--- config.mk ---
export PLATFORM = sky130hd
export DESIGN_NAME = uart_tx_framer
export DESIGN_NICKNAME = d
export VERILOG_FILES = /design/src/rtl/uart_tx_framer.sv
export SDC_FILE = /design/constraint.sdc
export NUM_CORES = 1
export LEC_CHECK = 0
export CORE_MARGIN = 2
export CORE_UTILIZATION = 52
export CTS_CLUSTER_SIZE = 8
export DETAILED_ROUTE_END_ITERATION = 8
export PLACE_DENSITY = 0.8
export REMOVE_ABC_BUFFERS = 1
export SKIP_CTS_REPAIR_TIMING = 1
export SYNTH_ARGS = -nofsm -noshare
export SYNTH_HDL_FRONTEND = slang
export SYNTH_SLANG_ARGS = --single-unit
--- constraint.sdc ---
create_clock -name clk -period 3 [get_ports clk]
set_input_delay 0.3 -clock clk [delete_from_list [all_inputs] [get_ports clk]]
set_output_delay 0.3 -clock clk [all_outputs]
set_load 0.05 [all_outputs]
--- src/rtl/uart_tx_framer.sv ---
// UART transmit framer: serialises one character into a fixed 11-bit-time frame
// (start, 7/8 data bits LSB first, optional parity, mark fill), paced by BTU ticks.
module uart_tx_framer (
  input  logic       clk,
  input  logic       reset,
  input  logic       Load,
  input  logic [7:0] Data,
  input  logic       Eight,
  input  logic       Parity_En,
  input  logic       Odd_Even,
  input  logic       BTU,
  output logic       Start,
  output logic       Tx,
  output logic       TxRdy,
  output logic       dbg_state,
  output logic [3:0] dbg_bit_cnt
);

  // Handshake: Load is a single-cycle request, accepted only on an edge where
  // TxRdy=1; any Load seen while TxRdy=0 is dropped, never queued.

  typedef enum logic {IDLE = 1'b0, SEND = 1'b1} state_t;

  localparam logic [3:0] LAST_BIT = 4'd10;

  state_t     state_q, state_d;
  logic [3:0] cnt_q, cnt_d;
  logic [7:0] data_q, data_d;
  logic       eight_q, eight_d;
  logic       par_en_q, par_en_d;
  logic       odd_q, odd_d;
  logic       tx_q, tx_d;

  // Line level for frame position idx, taken from the latched character/config.
  function automatic logic frame_bit(input logic [3:0] idx, input logic [7:0] d,
                                     input logic e, input logic pe, input logic oe);
    logic [3:0] nbits;
    logic       par;
    nbits = e ? 4'd8 : 4'd7;
    par   = (^(d & {e, 7'h7f})) ^ oe;
    if (idx == 4'd0)
      frame_bit = 1'b0;
    else if (idx <= nbits)
      frame_bit = d[3'(idx - 4'd1)];
    else if (pe && (idx == nbits + 4'd1))
      frame_bit = par;
    else
      frame_bit = 1'b1;
  endfunction

  always_ff @(posedge clk) begin
    if (reset) begin
      state_q  <= IDLE;
      cnt_q    <= 4'd0;
      data_q   <= 8'd0;
      eight_q  <= 1'b0;
      par_en_q <= 1'b0;
      odd_q    <= 1'b0;
      tx_q     <= 1'b1;
    end else begin
      state_q  <= state_d;
      cnt_q    <= cnt_d;
      data_q   <= data_d;
      eight_q  <= eight_d;
      par_en_q <= par_en_d;
      odd_q    <= odd_d;
      tx_q     <= tx_d;
    end
  end

  always_comb begin
    state_d  = state_q;
    cnt_d    = cnt_q;
    data_d   = data_q;
    eight_d  = eight_q;
    par_en_d = par_en_q;
    odd_d    = odd_q;
    tx_d     = tx_q;
    case (state_q)
      IDLE: begin
        tx_d = 1'b1;
        if (Load) begin
          state_d  = SEND;
          cnt_d    = 4'd0;
          data_d   = Data;
          eight_d  = Eight;
          par_en_d = Parity_En;
          odd_d    = Odd_Even;
          tx_d     = 1'b0;
        end
      end
      SEND: begin
        if (BTU) begin
          if (cnt_q == LAST_BIT) begin
            state_d = IDLE;
            cnt_d   = 4'd0;
            tx_d    = 1'b1;
          end else begin
            cnt_d = cnt_q + 4'd1;
            tx_d  = frame_bit(cnt_q + 4'd1, data_q, eight_q, par_en_q, odd_q);
          end
        end
      end
      default: begin
        state_d = IDLE;
        tx_d    = 1'b1;
      end
    endcase
  end

  assign Tx          = tx_q;
  assign Start       = (state_q == SEND);
  assign TxRdy       = (state_q == IDLE);
  assign dbg_state   = state_q;
  assign dbg_bit_cnt = cnt_q;

endmodule

* After elaboration in Yosys (flattened, before gate mapping)
Index checks and enable logic that the tools add are counted.
Cells by class: add/subtract/negate cells 3, magnitude comparators 2, eq/ne operators 4, multiplexer cells 18, bitwise logic cells 3, reductions and logical operators 5
Operators by type and width (count):
- $mux W4 | 4
- $mux W1 | 10
- $add A4 B1 Y4 const B | 2
- $and A8 B8 Y8 | 1
- $pmux W4 S2 | 1
- $reduce_xor A8 Y1 | 1
- $eq A4 B4 Y1 | 1
- $eq A4 B4 Y1 const B | 1
- $le A4 B4 Y1 | 1
- $logic_not A4 Y1 | 1
- $lt A3 B4 Y1 const B | 1
- $ne A2 B2 Y1 const B | 2
- $pmux W1 S2 | 2
- $reduce_and A2 Y1 | 2
- $bmux W1 S3 | 1
- $sub A3 B1 Y3 const B | 1
- $logic_and A1 B1 Y1 | 1
- $not A1 Y1 | 1
- $xor A1 B1 Y1 | 1
Word-level totals: register bits after elaboration 17, output and inout port bits 8, word-level logic and storage cells 42

* Depth between registers and ports, before layout
Gate-level depths: netlist (run 1).
word-level depth 10, depth in mapped cells 9

* Worst setup path before layout (run 1)
No wires, ideal clock.
kind reg2reg, start point register cnt_q[0] (netlist: dbg_bit_cnt[0]), end point register tx_q (netlist: Tx), setup time 0.131 ns, arrival 2.212 ns, required time 2.869 ns, slack 0.657 ns, cell stages (with the launch flop) 8, path buffers 0, path through dfxtp_1 -> ha_1 -> xor2_1 -> ha_1 -> and4_1 -> a21oi_1 -> and4_1 -> o31ai_2
Between the ends: longest elaborated chain between the ends 9, elaborated cells on any way between the ends 15, classes of those cells add/sub (2); order compare (1); eq/ne (2); mux (8); reduce/logical (2)
RTL lines:
- start, declared | RTL line 27 | logic [3:0] cnt_q, cnt_d;
- start signal, assigned | RTL line 62 | cnt_q <= cnt_d;
- $add A4 B1 Y4 | RTL line 100 | tx_d = frame_bit(cnt_q + 4'd1, data_q, eight_q, par_en_q, odd_q);
- $sub A3 B1 Y3 / $eq A4 B4 Y1 (equally long branches) | RTL line 44, 45
- $bmux W1 S3 / $logic_and A1 B1 Y1 (equally long branches) | RTL line 44, 45
- $mux W1, on equally long branches | RTL line 44, 45
- $mux W1 | RTL line 43 | else if (idx <= nbits)
- $mux W1 | RTL line 41 | if (idx == 4'd0)
- $mux W1 * | RTL line 94 | if (cnt_q == LAST_BIT) begin
- $mux W1 * | RTL line 93 | if (BTU) begin
- $pmux W1 S2 * | RTL line 79 | case (state_q)
- end signal, assigned | RTL line 67 | tx_q <= tx_d;
- end, declared | RTL line 32 | logic tx_q, tx_d;
Every way passes the cells marked *; elsewhere a longest branch is shown, timed or not. The select of a mux whose other input is x is not followed. A chain may end at the register's enable or synchronous reset.

* Worst setup path in the final report (run 1)
Ends and elaborated chain as after synthesis.

==> results of run 1 <==
cells in the mapped netlist, drive strengths merged:
cell type,n,area (um2)
or3b,1,8.760
xor2,2,17.52
a311oi,1,8.760
a21oi,19,95.09
nor2,6,22.52
ha,6,75.07
xnor2,6,60.06
a211oi,1,7.510
nor2b,3,18.77
o211ai,1,7.510
nand3,2,10.01
nor4b,1,23.77
inv,5,18.76
nand3b,1,7.510
nand2,25,93.84
mux4,2,48.80
o21bai,1,7.510
xnor3,1,22.52
o31ai,1,12.51
and4,2,17.52
dfxtp,17,340.3
o21ai,2,10.00
clkbuf,3,11.26
nand2b,2,12.51
buf,3,16.26
routing by layer:
metal	GRT usage, %	vias up	routed length (um)
li1	-	434	-
met1	22.88	385	824
met2	34.86	20	990
met3	2.308	2	73
met4	10.00	0	21
met5	0	-	0
power by group:
| part | switching [mW] | internal (mW) | total (mW) |
|---|---|---|---|
| combinational | 0.0721 | 0.0682 | 0.140 |
| clock | 0.0771 | 0.0497 | 0.127 |
| sequential | 0.0146 | 0.239 | 0.254 |
| total | 0.164 | 0.357 | 0.521 |
state kept, by name, indices dropped and copies added, names as in the netlist:
signal       flops
eight_q          1
par_en_q         1
dbg_bit_cnt      4
data_q           8
odd_q            1
Tx               1
Start            1
worst register-to-register path, delay by kind of cell, from the launching register on:
family,cells,cell delay [ps]
AOI/OAI and AO/OA,4,580
adders and majority gates,2,610
buffers and inverters,2,240
DFF,1,530
and+or+nand+nor,1,130
placed cells by master, fill, tap and decap left out, types with 2 or more instances in the layout:
| cell | instances |
|---|---|
| nand2_1 | 25 |
| clkdlybuf4s50_1 | 22 |
| a21oi_1 | 19 |
| dfxtp_1 | 17 |
| nor2_1 | 6 |
| ha_1 | 6 |
| xnor2_1 | 5 |
| inv_1 | 4 |
| nor2b_1 | 3 |
| clkbuf_4 | 3 |
| xor2_1 | 2 |
| nand3_1 | 2 |
| nand2b_1 | 2 |
| and4_1 | 2 |
logic make-up after synthesis:
family | after synthesis | synth area share, %
AOI/OAI and AO/OA | 26 | 15.28
DFF | 17 | 34.92
buffers and inverters | 11 | 4.748
muxes | 2 | 5.007
adders and majority gates | 6 | 7.702
and+or+nand+nor | 43 | 22.08
xor gates and xnor gates | 9 | 10.27
cell type report:
cell class              count  area (um2)  share of cell area (%)
clock buffers               3       22.52                   1.826
flip-flops and latches     17       340.3                   27.59
multi-input cells          86       588.1                   47.67
inverters                   5       18.77                   1.521
clock inverters             1       5.005                  0.4057
well taps                  25       31.28                   2.536
repair buffers             23       227.7                   18.46
path summary, 6_finish.rpt:
kind | startpoint | endpoint | slack [ps] | depth (start not counted)
worst max-delay path | dbg_bit_cnt[0]$_SDFFE_PP0P_ | Tx$_SDFFE_PP1P_ | 800 | 9
worst max register to register | dbg_bit_cnt[0]$_SDFFE_PP0P_ | Tx$_SDFFE_PP1P_ | 800 | 9
worst min register to register | odd_q$_SDFFE_PP0P_ | odd_q$_SDFFE_PP0P_ | 480 | 2
worst min-delay path | odd_q$_SDFFE_PP0P_ | odd_q$_SDFFE_PP0P_ | 480 | 2
per-stage QoR:
stage          instances  instance area (um2)  hold WS (ps)
4_1_cts              160                 1234         483.6
6_report             160                 1234         481.9
3_3_place_gp         156                 1206         454.1
3_5_place_dp         156                 1206         469.9
5_1_grt              160                 1234         507.1
2_1_floorplan        108                947.2         369.1
==> summary.txt, run 1 <==
STA
  • Final Hold Fails: 0
  • Worst Tran Pin Value: 618.6 ps
  • Final Max Tran Viols: 0
  • Period utilisation layout: 73.49%
  • Setup TNS: 0 ps
  • Setup WS post-layout: 795.3 ps
  • Setup Viol. Count Final: 0
  • Tmin final: 2205 ps
  • Setup Skew: 13.97 ps
  • RSZ-0062 raised after global routing: false
  • Fmax: 453.6 MHz
  • Worst slew margin: 58.63%

Finish
  • Fillers: 146
  • Ant diodes: 0
  • Area growth syn-to-layout: 26.57%
  • Final core occ: 70.68%
  • Fin nets: 157
  • Share of layout cells above drive strength 1: 7.407%

Clock tree
  • Root buffer selected by CTS: clkbuf_4
  • Num CTS Buffers: 3
  • H-tree levels: 1
  • Clk Latency, worst-skew pair: 300 ps
  • Worst-path clk slew: 110 ps
  • Clock sink count: 17
  • Clk buf depth: 2
  • CTS tree: done

Global route
  • Largest net degree at the start of global routing: 18
  • GRT Residual Overflow: 0
  • Vias in the first global route: 743
  • First-pass GRT wire length: 3.070 mm
  • Initial antenna violation count: 0
  • GRT Util Overall: 19.62%

Floorplan
  • Die ar.: 0.002237 mm2
  • Starting density of the core: 55.84%
  • Die Y: 47.30 um
  • Die width: 47.30 um
  • # IOs: 23
  • Std cell rows: 15
  • Core region area: 0.001745 mm2

Logic synthesis
  • Cell area after synthesis: 974.7 um2
  • Seq cells post-synth: 17
  • Sequential element share of the synthesized area: 34.92%
  • Syn Inst Count: 114
  • Number of distinct library cells after synthesis: 31
  • Yosys warning total: 0
  • Synthesized area per cell: 8.550 um2

Setup path
  • Crit path cell chain: inv_1, ha_1, inv_1, ha_1, nor2b_1, o211ai_1, a21oi_1, a211oi_1, o31ai_2
  • CP delay by family, top: adder cells
  • Crit Path Category: register to register
  • Critical Path AT: 2400 ps
  • CP max stage delay: 530 ps
  • CP bufs+invs: 2
  • Max FO, Critical Path: 9
  • Crit path required time: 3200 ps
  • Crit path capture type: register
  • Crit start category: register
  • CP max stage cell: dfxtp_1

Pwr
  • Power Dens Cells: 422.1 mW/mm2
  • Leak pwr: 0.4932 nW
  • Total Power: 0.5207 mW
  • VDD IR max: 313.2 uV

Route
  • DRC: 0
  • Initial drt markers: 9
  • Via density: 5.256
  • Pre-Repair DR Iteration Count: 4
  • Total vias in the final route: 841
  • ANT nets after route: 0
  • Post-Route WL: 1.909 mm
  • DR WL/cell: 11.93 um

Placement
  • Place WS: 788.4 ps
  • PortBufs: 22
  • RD Place Congestion: 0.7999
  • DP HPWL: 1.503 mm

Job
  • Max cap viols: 0

Run status
  • Status: completed

Worst hold path
  • Worst Hold Class: register to register
Note: power is estimated with default switching activity, not from simulation.
==> inputs of run 2 (changes only) <==
CORE_UTILIZATION = 48   (was 52)
PLACE_DENSITY = 0.74   (was 0.8)
clock period = 2.3 ns   (was 3 ns; I/O delays follow)
==> summary.txt, run 2 (same netlist as run 1, synthesis figures left out) <==
Run status
  • Status: completed

Route
  • DRC: 0 (unchanged)
  • Initial drt markers: 14 (+5)
  • Metal1 wirelength: 838 um (+1.7%)
  • Top layer in use: met4
  • Pre-Repair DR Iteration Count: 4 (unchanged)
  • WL met3: 109 um (+49%)
  • Post-Route WL: 1.968 mm (+3.1%)
  • DR WL/cell: 11.86 um (-0.64%)
  • Total vias in the final route: 852 (+1.3%)
  • Via density: 5.133 (-2.4%)
  • ANT nets after route: 0 (unchanged)
  • Metal2 WL: 993 um (+0.30%)

Finish
  • Max FFs per register: 8 (unchanged)
  • Commonest non-fill, non-tap cell in the layout: nand2_1
  • Biggest register: data_q
  • Fillers: 178 (+22%)
  • Multi-input gate area: 588.1 um2 (unchanged)
  • Ant diodes: 0 (unchanged)
  • Most frequent cells in the layout: 25 x nand2_1, 22 x clkdlybuf4s50_1, 19 x a21oi_1
  • Share of layout cells above drive strength 1: 9.353% (+1.9 points)
  • Reg area: 340.3 um2 (unchanged)
  • Area growth syn-to-layout: 29.78%
  • Final core occ: 65.14% (-5.5 points)
  • Fin nets: 161 (+2.5%)

Setup path
  • Crit Path Category: register to register
  • R2R depth: 9 (unchanged)
  • Reg-to-reg slack, setup: 310 ps (-490 ps)
  • Critical path capture point: Tx$_SDFFE_PP1P_
  • Crit start category: register
  • Critical Path AT: 2170 ps (-230 ps)
  • Crit path from: dbg_bit_cnt[0]$_SDFFE_PP0P_
  • Max FO, Critical Path: 5 (-4)
  • R2r endpoint: Tx$_SDFFE_PP1P_
  • Crit path required time: 2480 ps (-720 ps)
  • Worst R2R Start: dbg_bit_cnt[0]$_SDFFE_PP0P_
  • Crit path capture type: register

Placement
  • Place WS: 298.1 ps (-490.3 ps)
  • DP HPWL: 1.521 mm (+1.2%)
  • RD Place Congestion: 0.8676 (+8.5%)
  • PortBufs: 22 (unchanged)

Floorplan
  • Std cell rows: 16 (+1)
  • Die Y: 49.06 um (+3.7%)
  • # IOs: 23 (unchanged)
  • Die width: 49.06 um (+3.7%)
  • Starting density of the core: 50.19% (-5.6 points)
  • Die ar.: 0.002407 mm2 (+7.6%)
  • Core region area: 0.001942 mm2 (+11%)

Pwr
  • Leak pwr: 0.5107 nW (+3.5%)
  • Power Dens Cells: 536.7 mW/mm2 (+27%)
  • Total Power: 0.6789 mW (+30%)
  • VDD IR max: 317.9 uV (+1.5%)

Worst hold path
  • Worst Hold Class: register to register
  • Hold Path Stages: 2 (unchanged)

STA
  • Fmax: 501.5 MHz (+11%)
  • RSZ-0062 raised after global routing: false
  • Tmin final: 1994 ps (-210.6 ps)
  • Worst slew margin: 66.32% (+7.7 points)
  • Setup Viol. Count Final: 0 (unchanged)
  • Setup Skew: 3.639 ps (-10.33 ps)
  • Setup WS post-layout: 305.9 ps (-489.4 ps)
  • Worst Tran Pin Value: 503.7 ps (-114.9 ps)
  • Period utilisation layout: 86.70% (+13 points)
  • Final Max Tran Viols: 0 (unchanged)
  • Final Hold Fails: 0 (unchanged)
  • Setup TNS: 0 ps (unchanged)

Clock tree
  • CTS tree: done
  • Num CTS Buffers: 3 (unchanged)
  • Clk Latency, worst-skew pair: 290 ps (about the same)
  • Clock sink count: 17 (unchanged)
  • H-tree levels: 1 (unchanged)
  • Root buffer selected by CTS: clkbuf_4
  • Worst-path clk slew: 100 ps (about the same)
  • Clk buf depth: 2 (unchanged)

Global route
  • Initial antenna violation count: 0 (unchanged)
  • GRT Util Overall: 18.62% (-1.0 points)
  • GRT Residual Overflow: 0 (unchanged)
  • Vias in the first global route: 802 (+7.9%)
  • First-pass GRT wire length: 3.415 mm (+11%)
  • Largest net degree at the start of global routing: 17 (-1)

Job
  • Max cap viols: 0 (unchanged)
-- run 2: cell count changes in the layout (fill, tap and decap cells not counted), sizes merged --
cell / change
buf: +4
clkbuf: +1
clkinv: -1
-- run 2: final cells by class --
cell class | count | share of cell area, %
clock buffers | 4 | 2.077
inverters | 5 | 1.484
multi-input cells | 86 | 46.49
flip-flops and latches | 17 | 26.90
well taps | 27 | 2.671
repair buffers | 27 | 20.38
-- run 2: worst min path at each step --
stage,startpoint,end
after global placement,par_en_q$_SDFFE_PP0P_,par_en_q$_SDFFE_PP0P_
after global routing,Odd_Even,odd_q$_SDFFE_PP0P_
after floorplan,reset,data_q[0]$_SDFFE_PP0P_
after detailed placement,par_en_q$_SDFFE_PP0P_,par_en_q$_SDFFE_PP0P_
final,odd_q$_SDFFE_PP0P_,odd_q$_SDFFE_PP0P_
after CTS,Odd_Even,odd_q$_SDFFE_PP0P_
-- run 2: worst max-delay path, stage by stage (launching register included) --
cell and delay (ps):
dfxtp_1 400, inv_1 60, ha_1 340, inv_1 140
ha_1 250, nor2b_1 140, o211ai_1 150, a21oi_1 90
a211oi_1 220, o31ai_2 90
-- run 2: routing by layer --
layer  global-route usage, %  vias up
met5                       0        -
met4                   7.143        0
met3                   4.294        4
met2                   32.43       23
met1                   22.00      389
li1                        -      436
-- run 2: power breakdown --
group	internal, mW	switching (mW)	leakage [nW]
clock	0.0674	0.0926	0.0150
sequential	0.312	0.0171	0.139
combinational	0.0932	0.0969	0.356
-- run 2: per-stage QoR --
stage                     hold WS, ps  std cells  instance area [um2]
after floorplan                 299.1        108                947.2
after global placement          451.4        162                 1239
after detailed placement        450.6        162                 1239
after CTS                       468.6        166                 1265
after global routing            477.6        166                 1265
final                           471.2        166                 1265
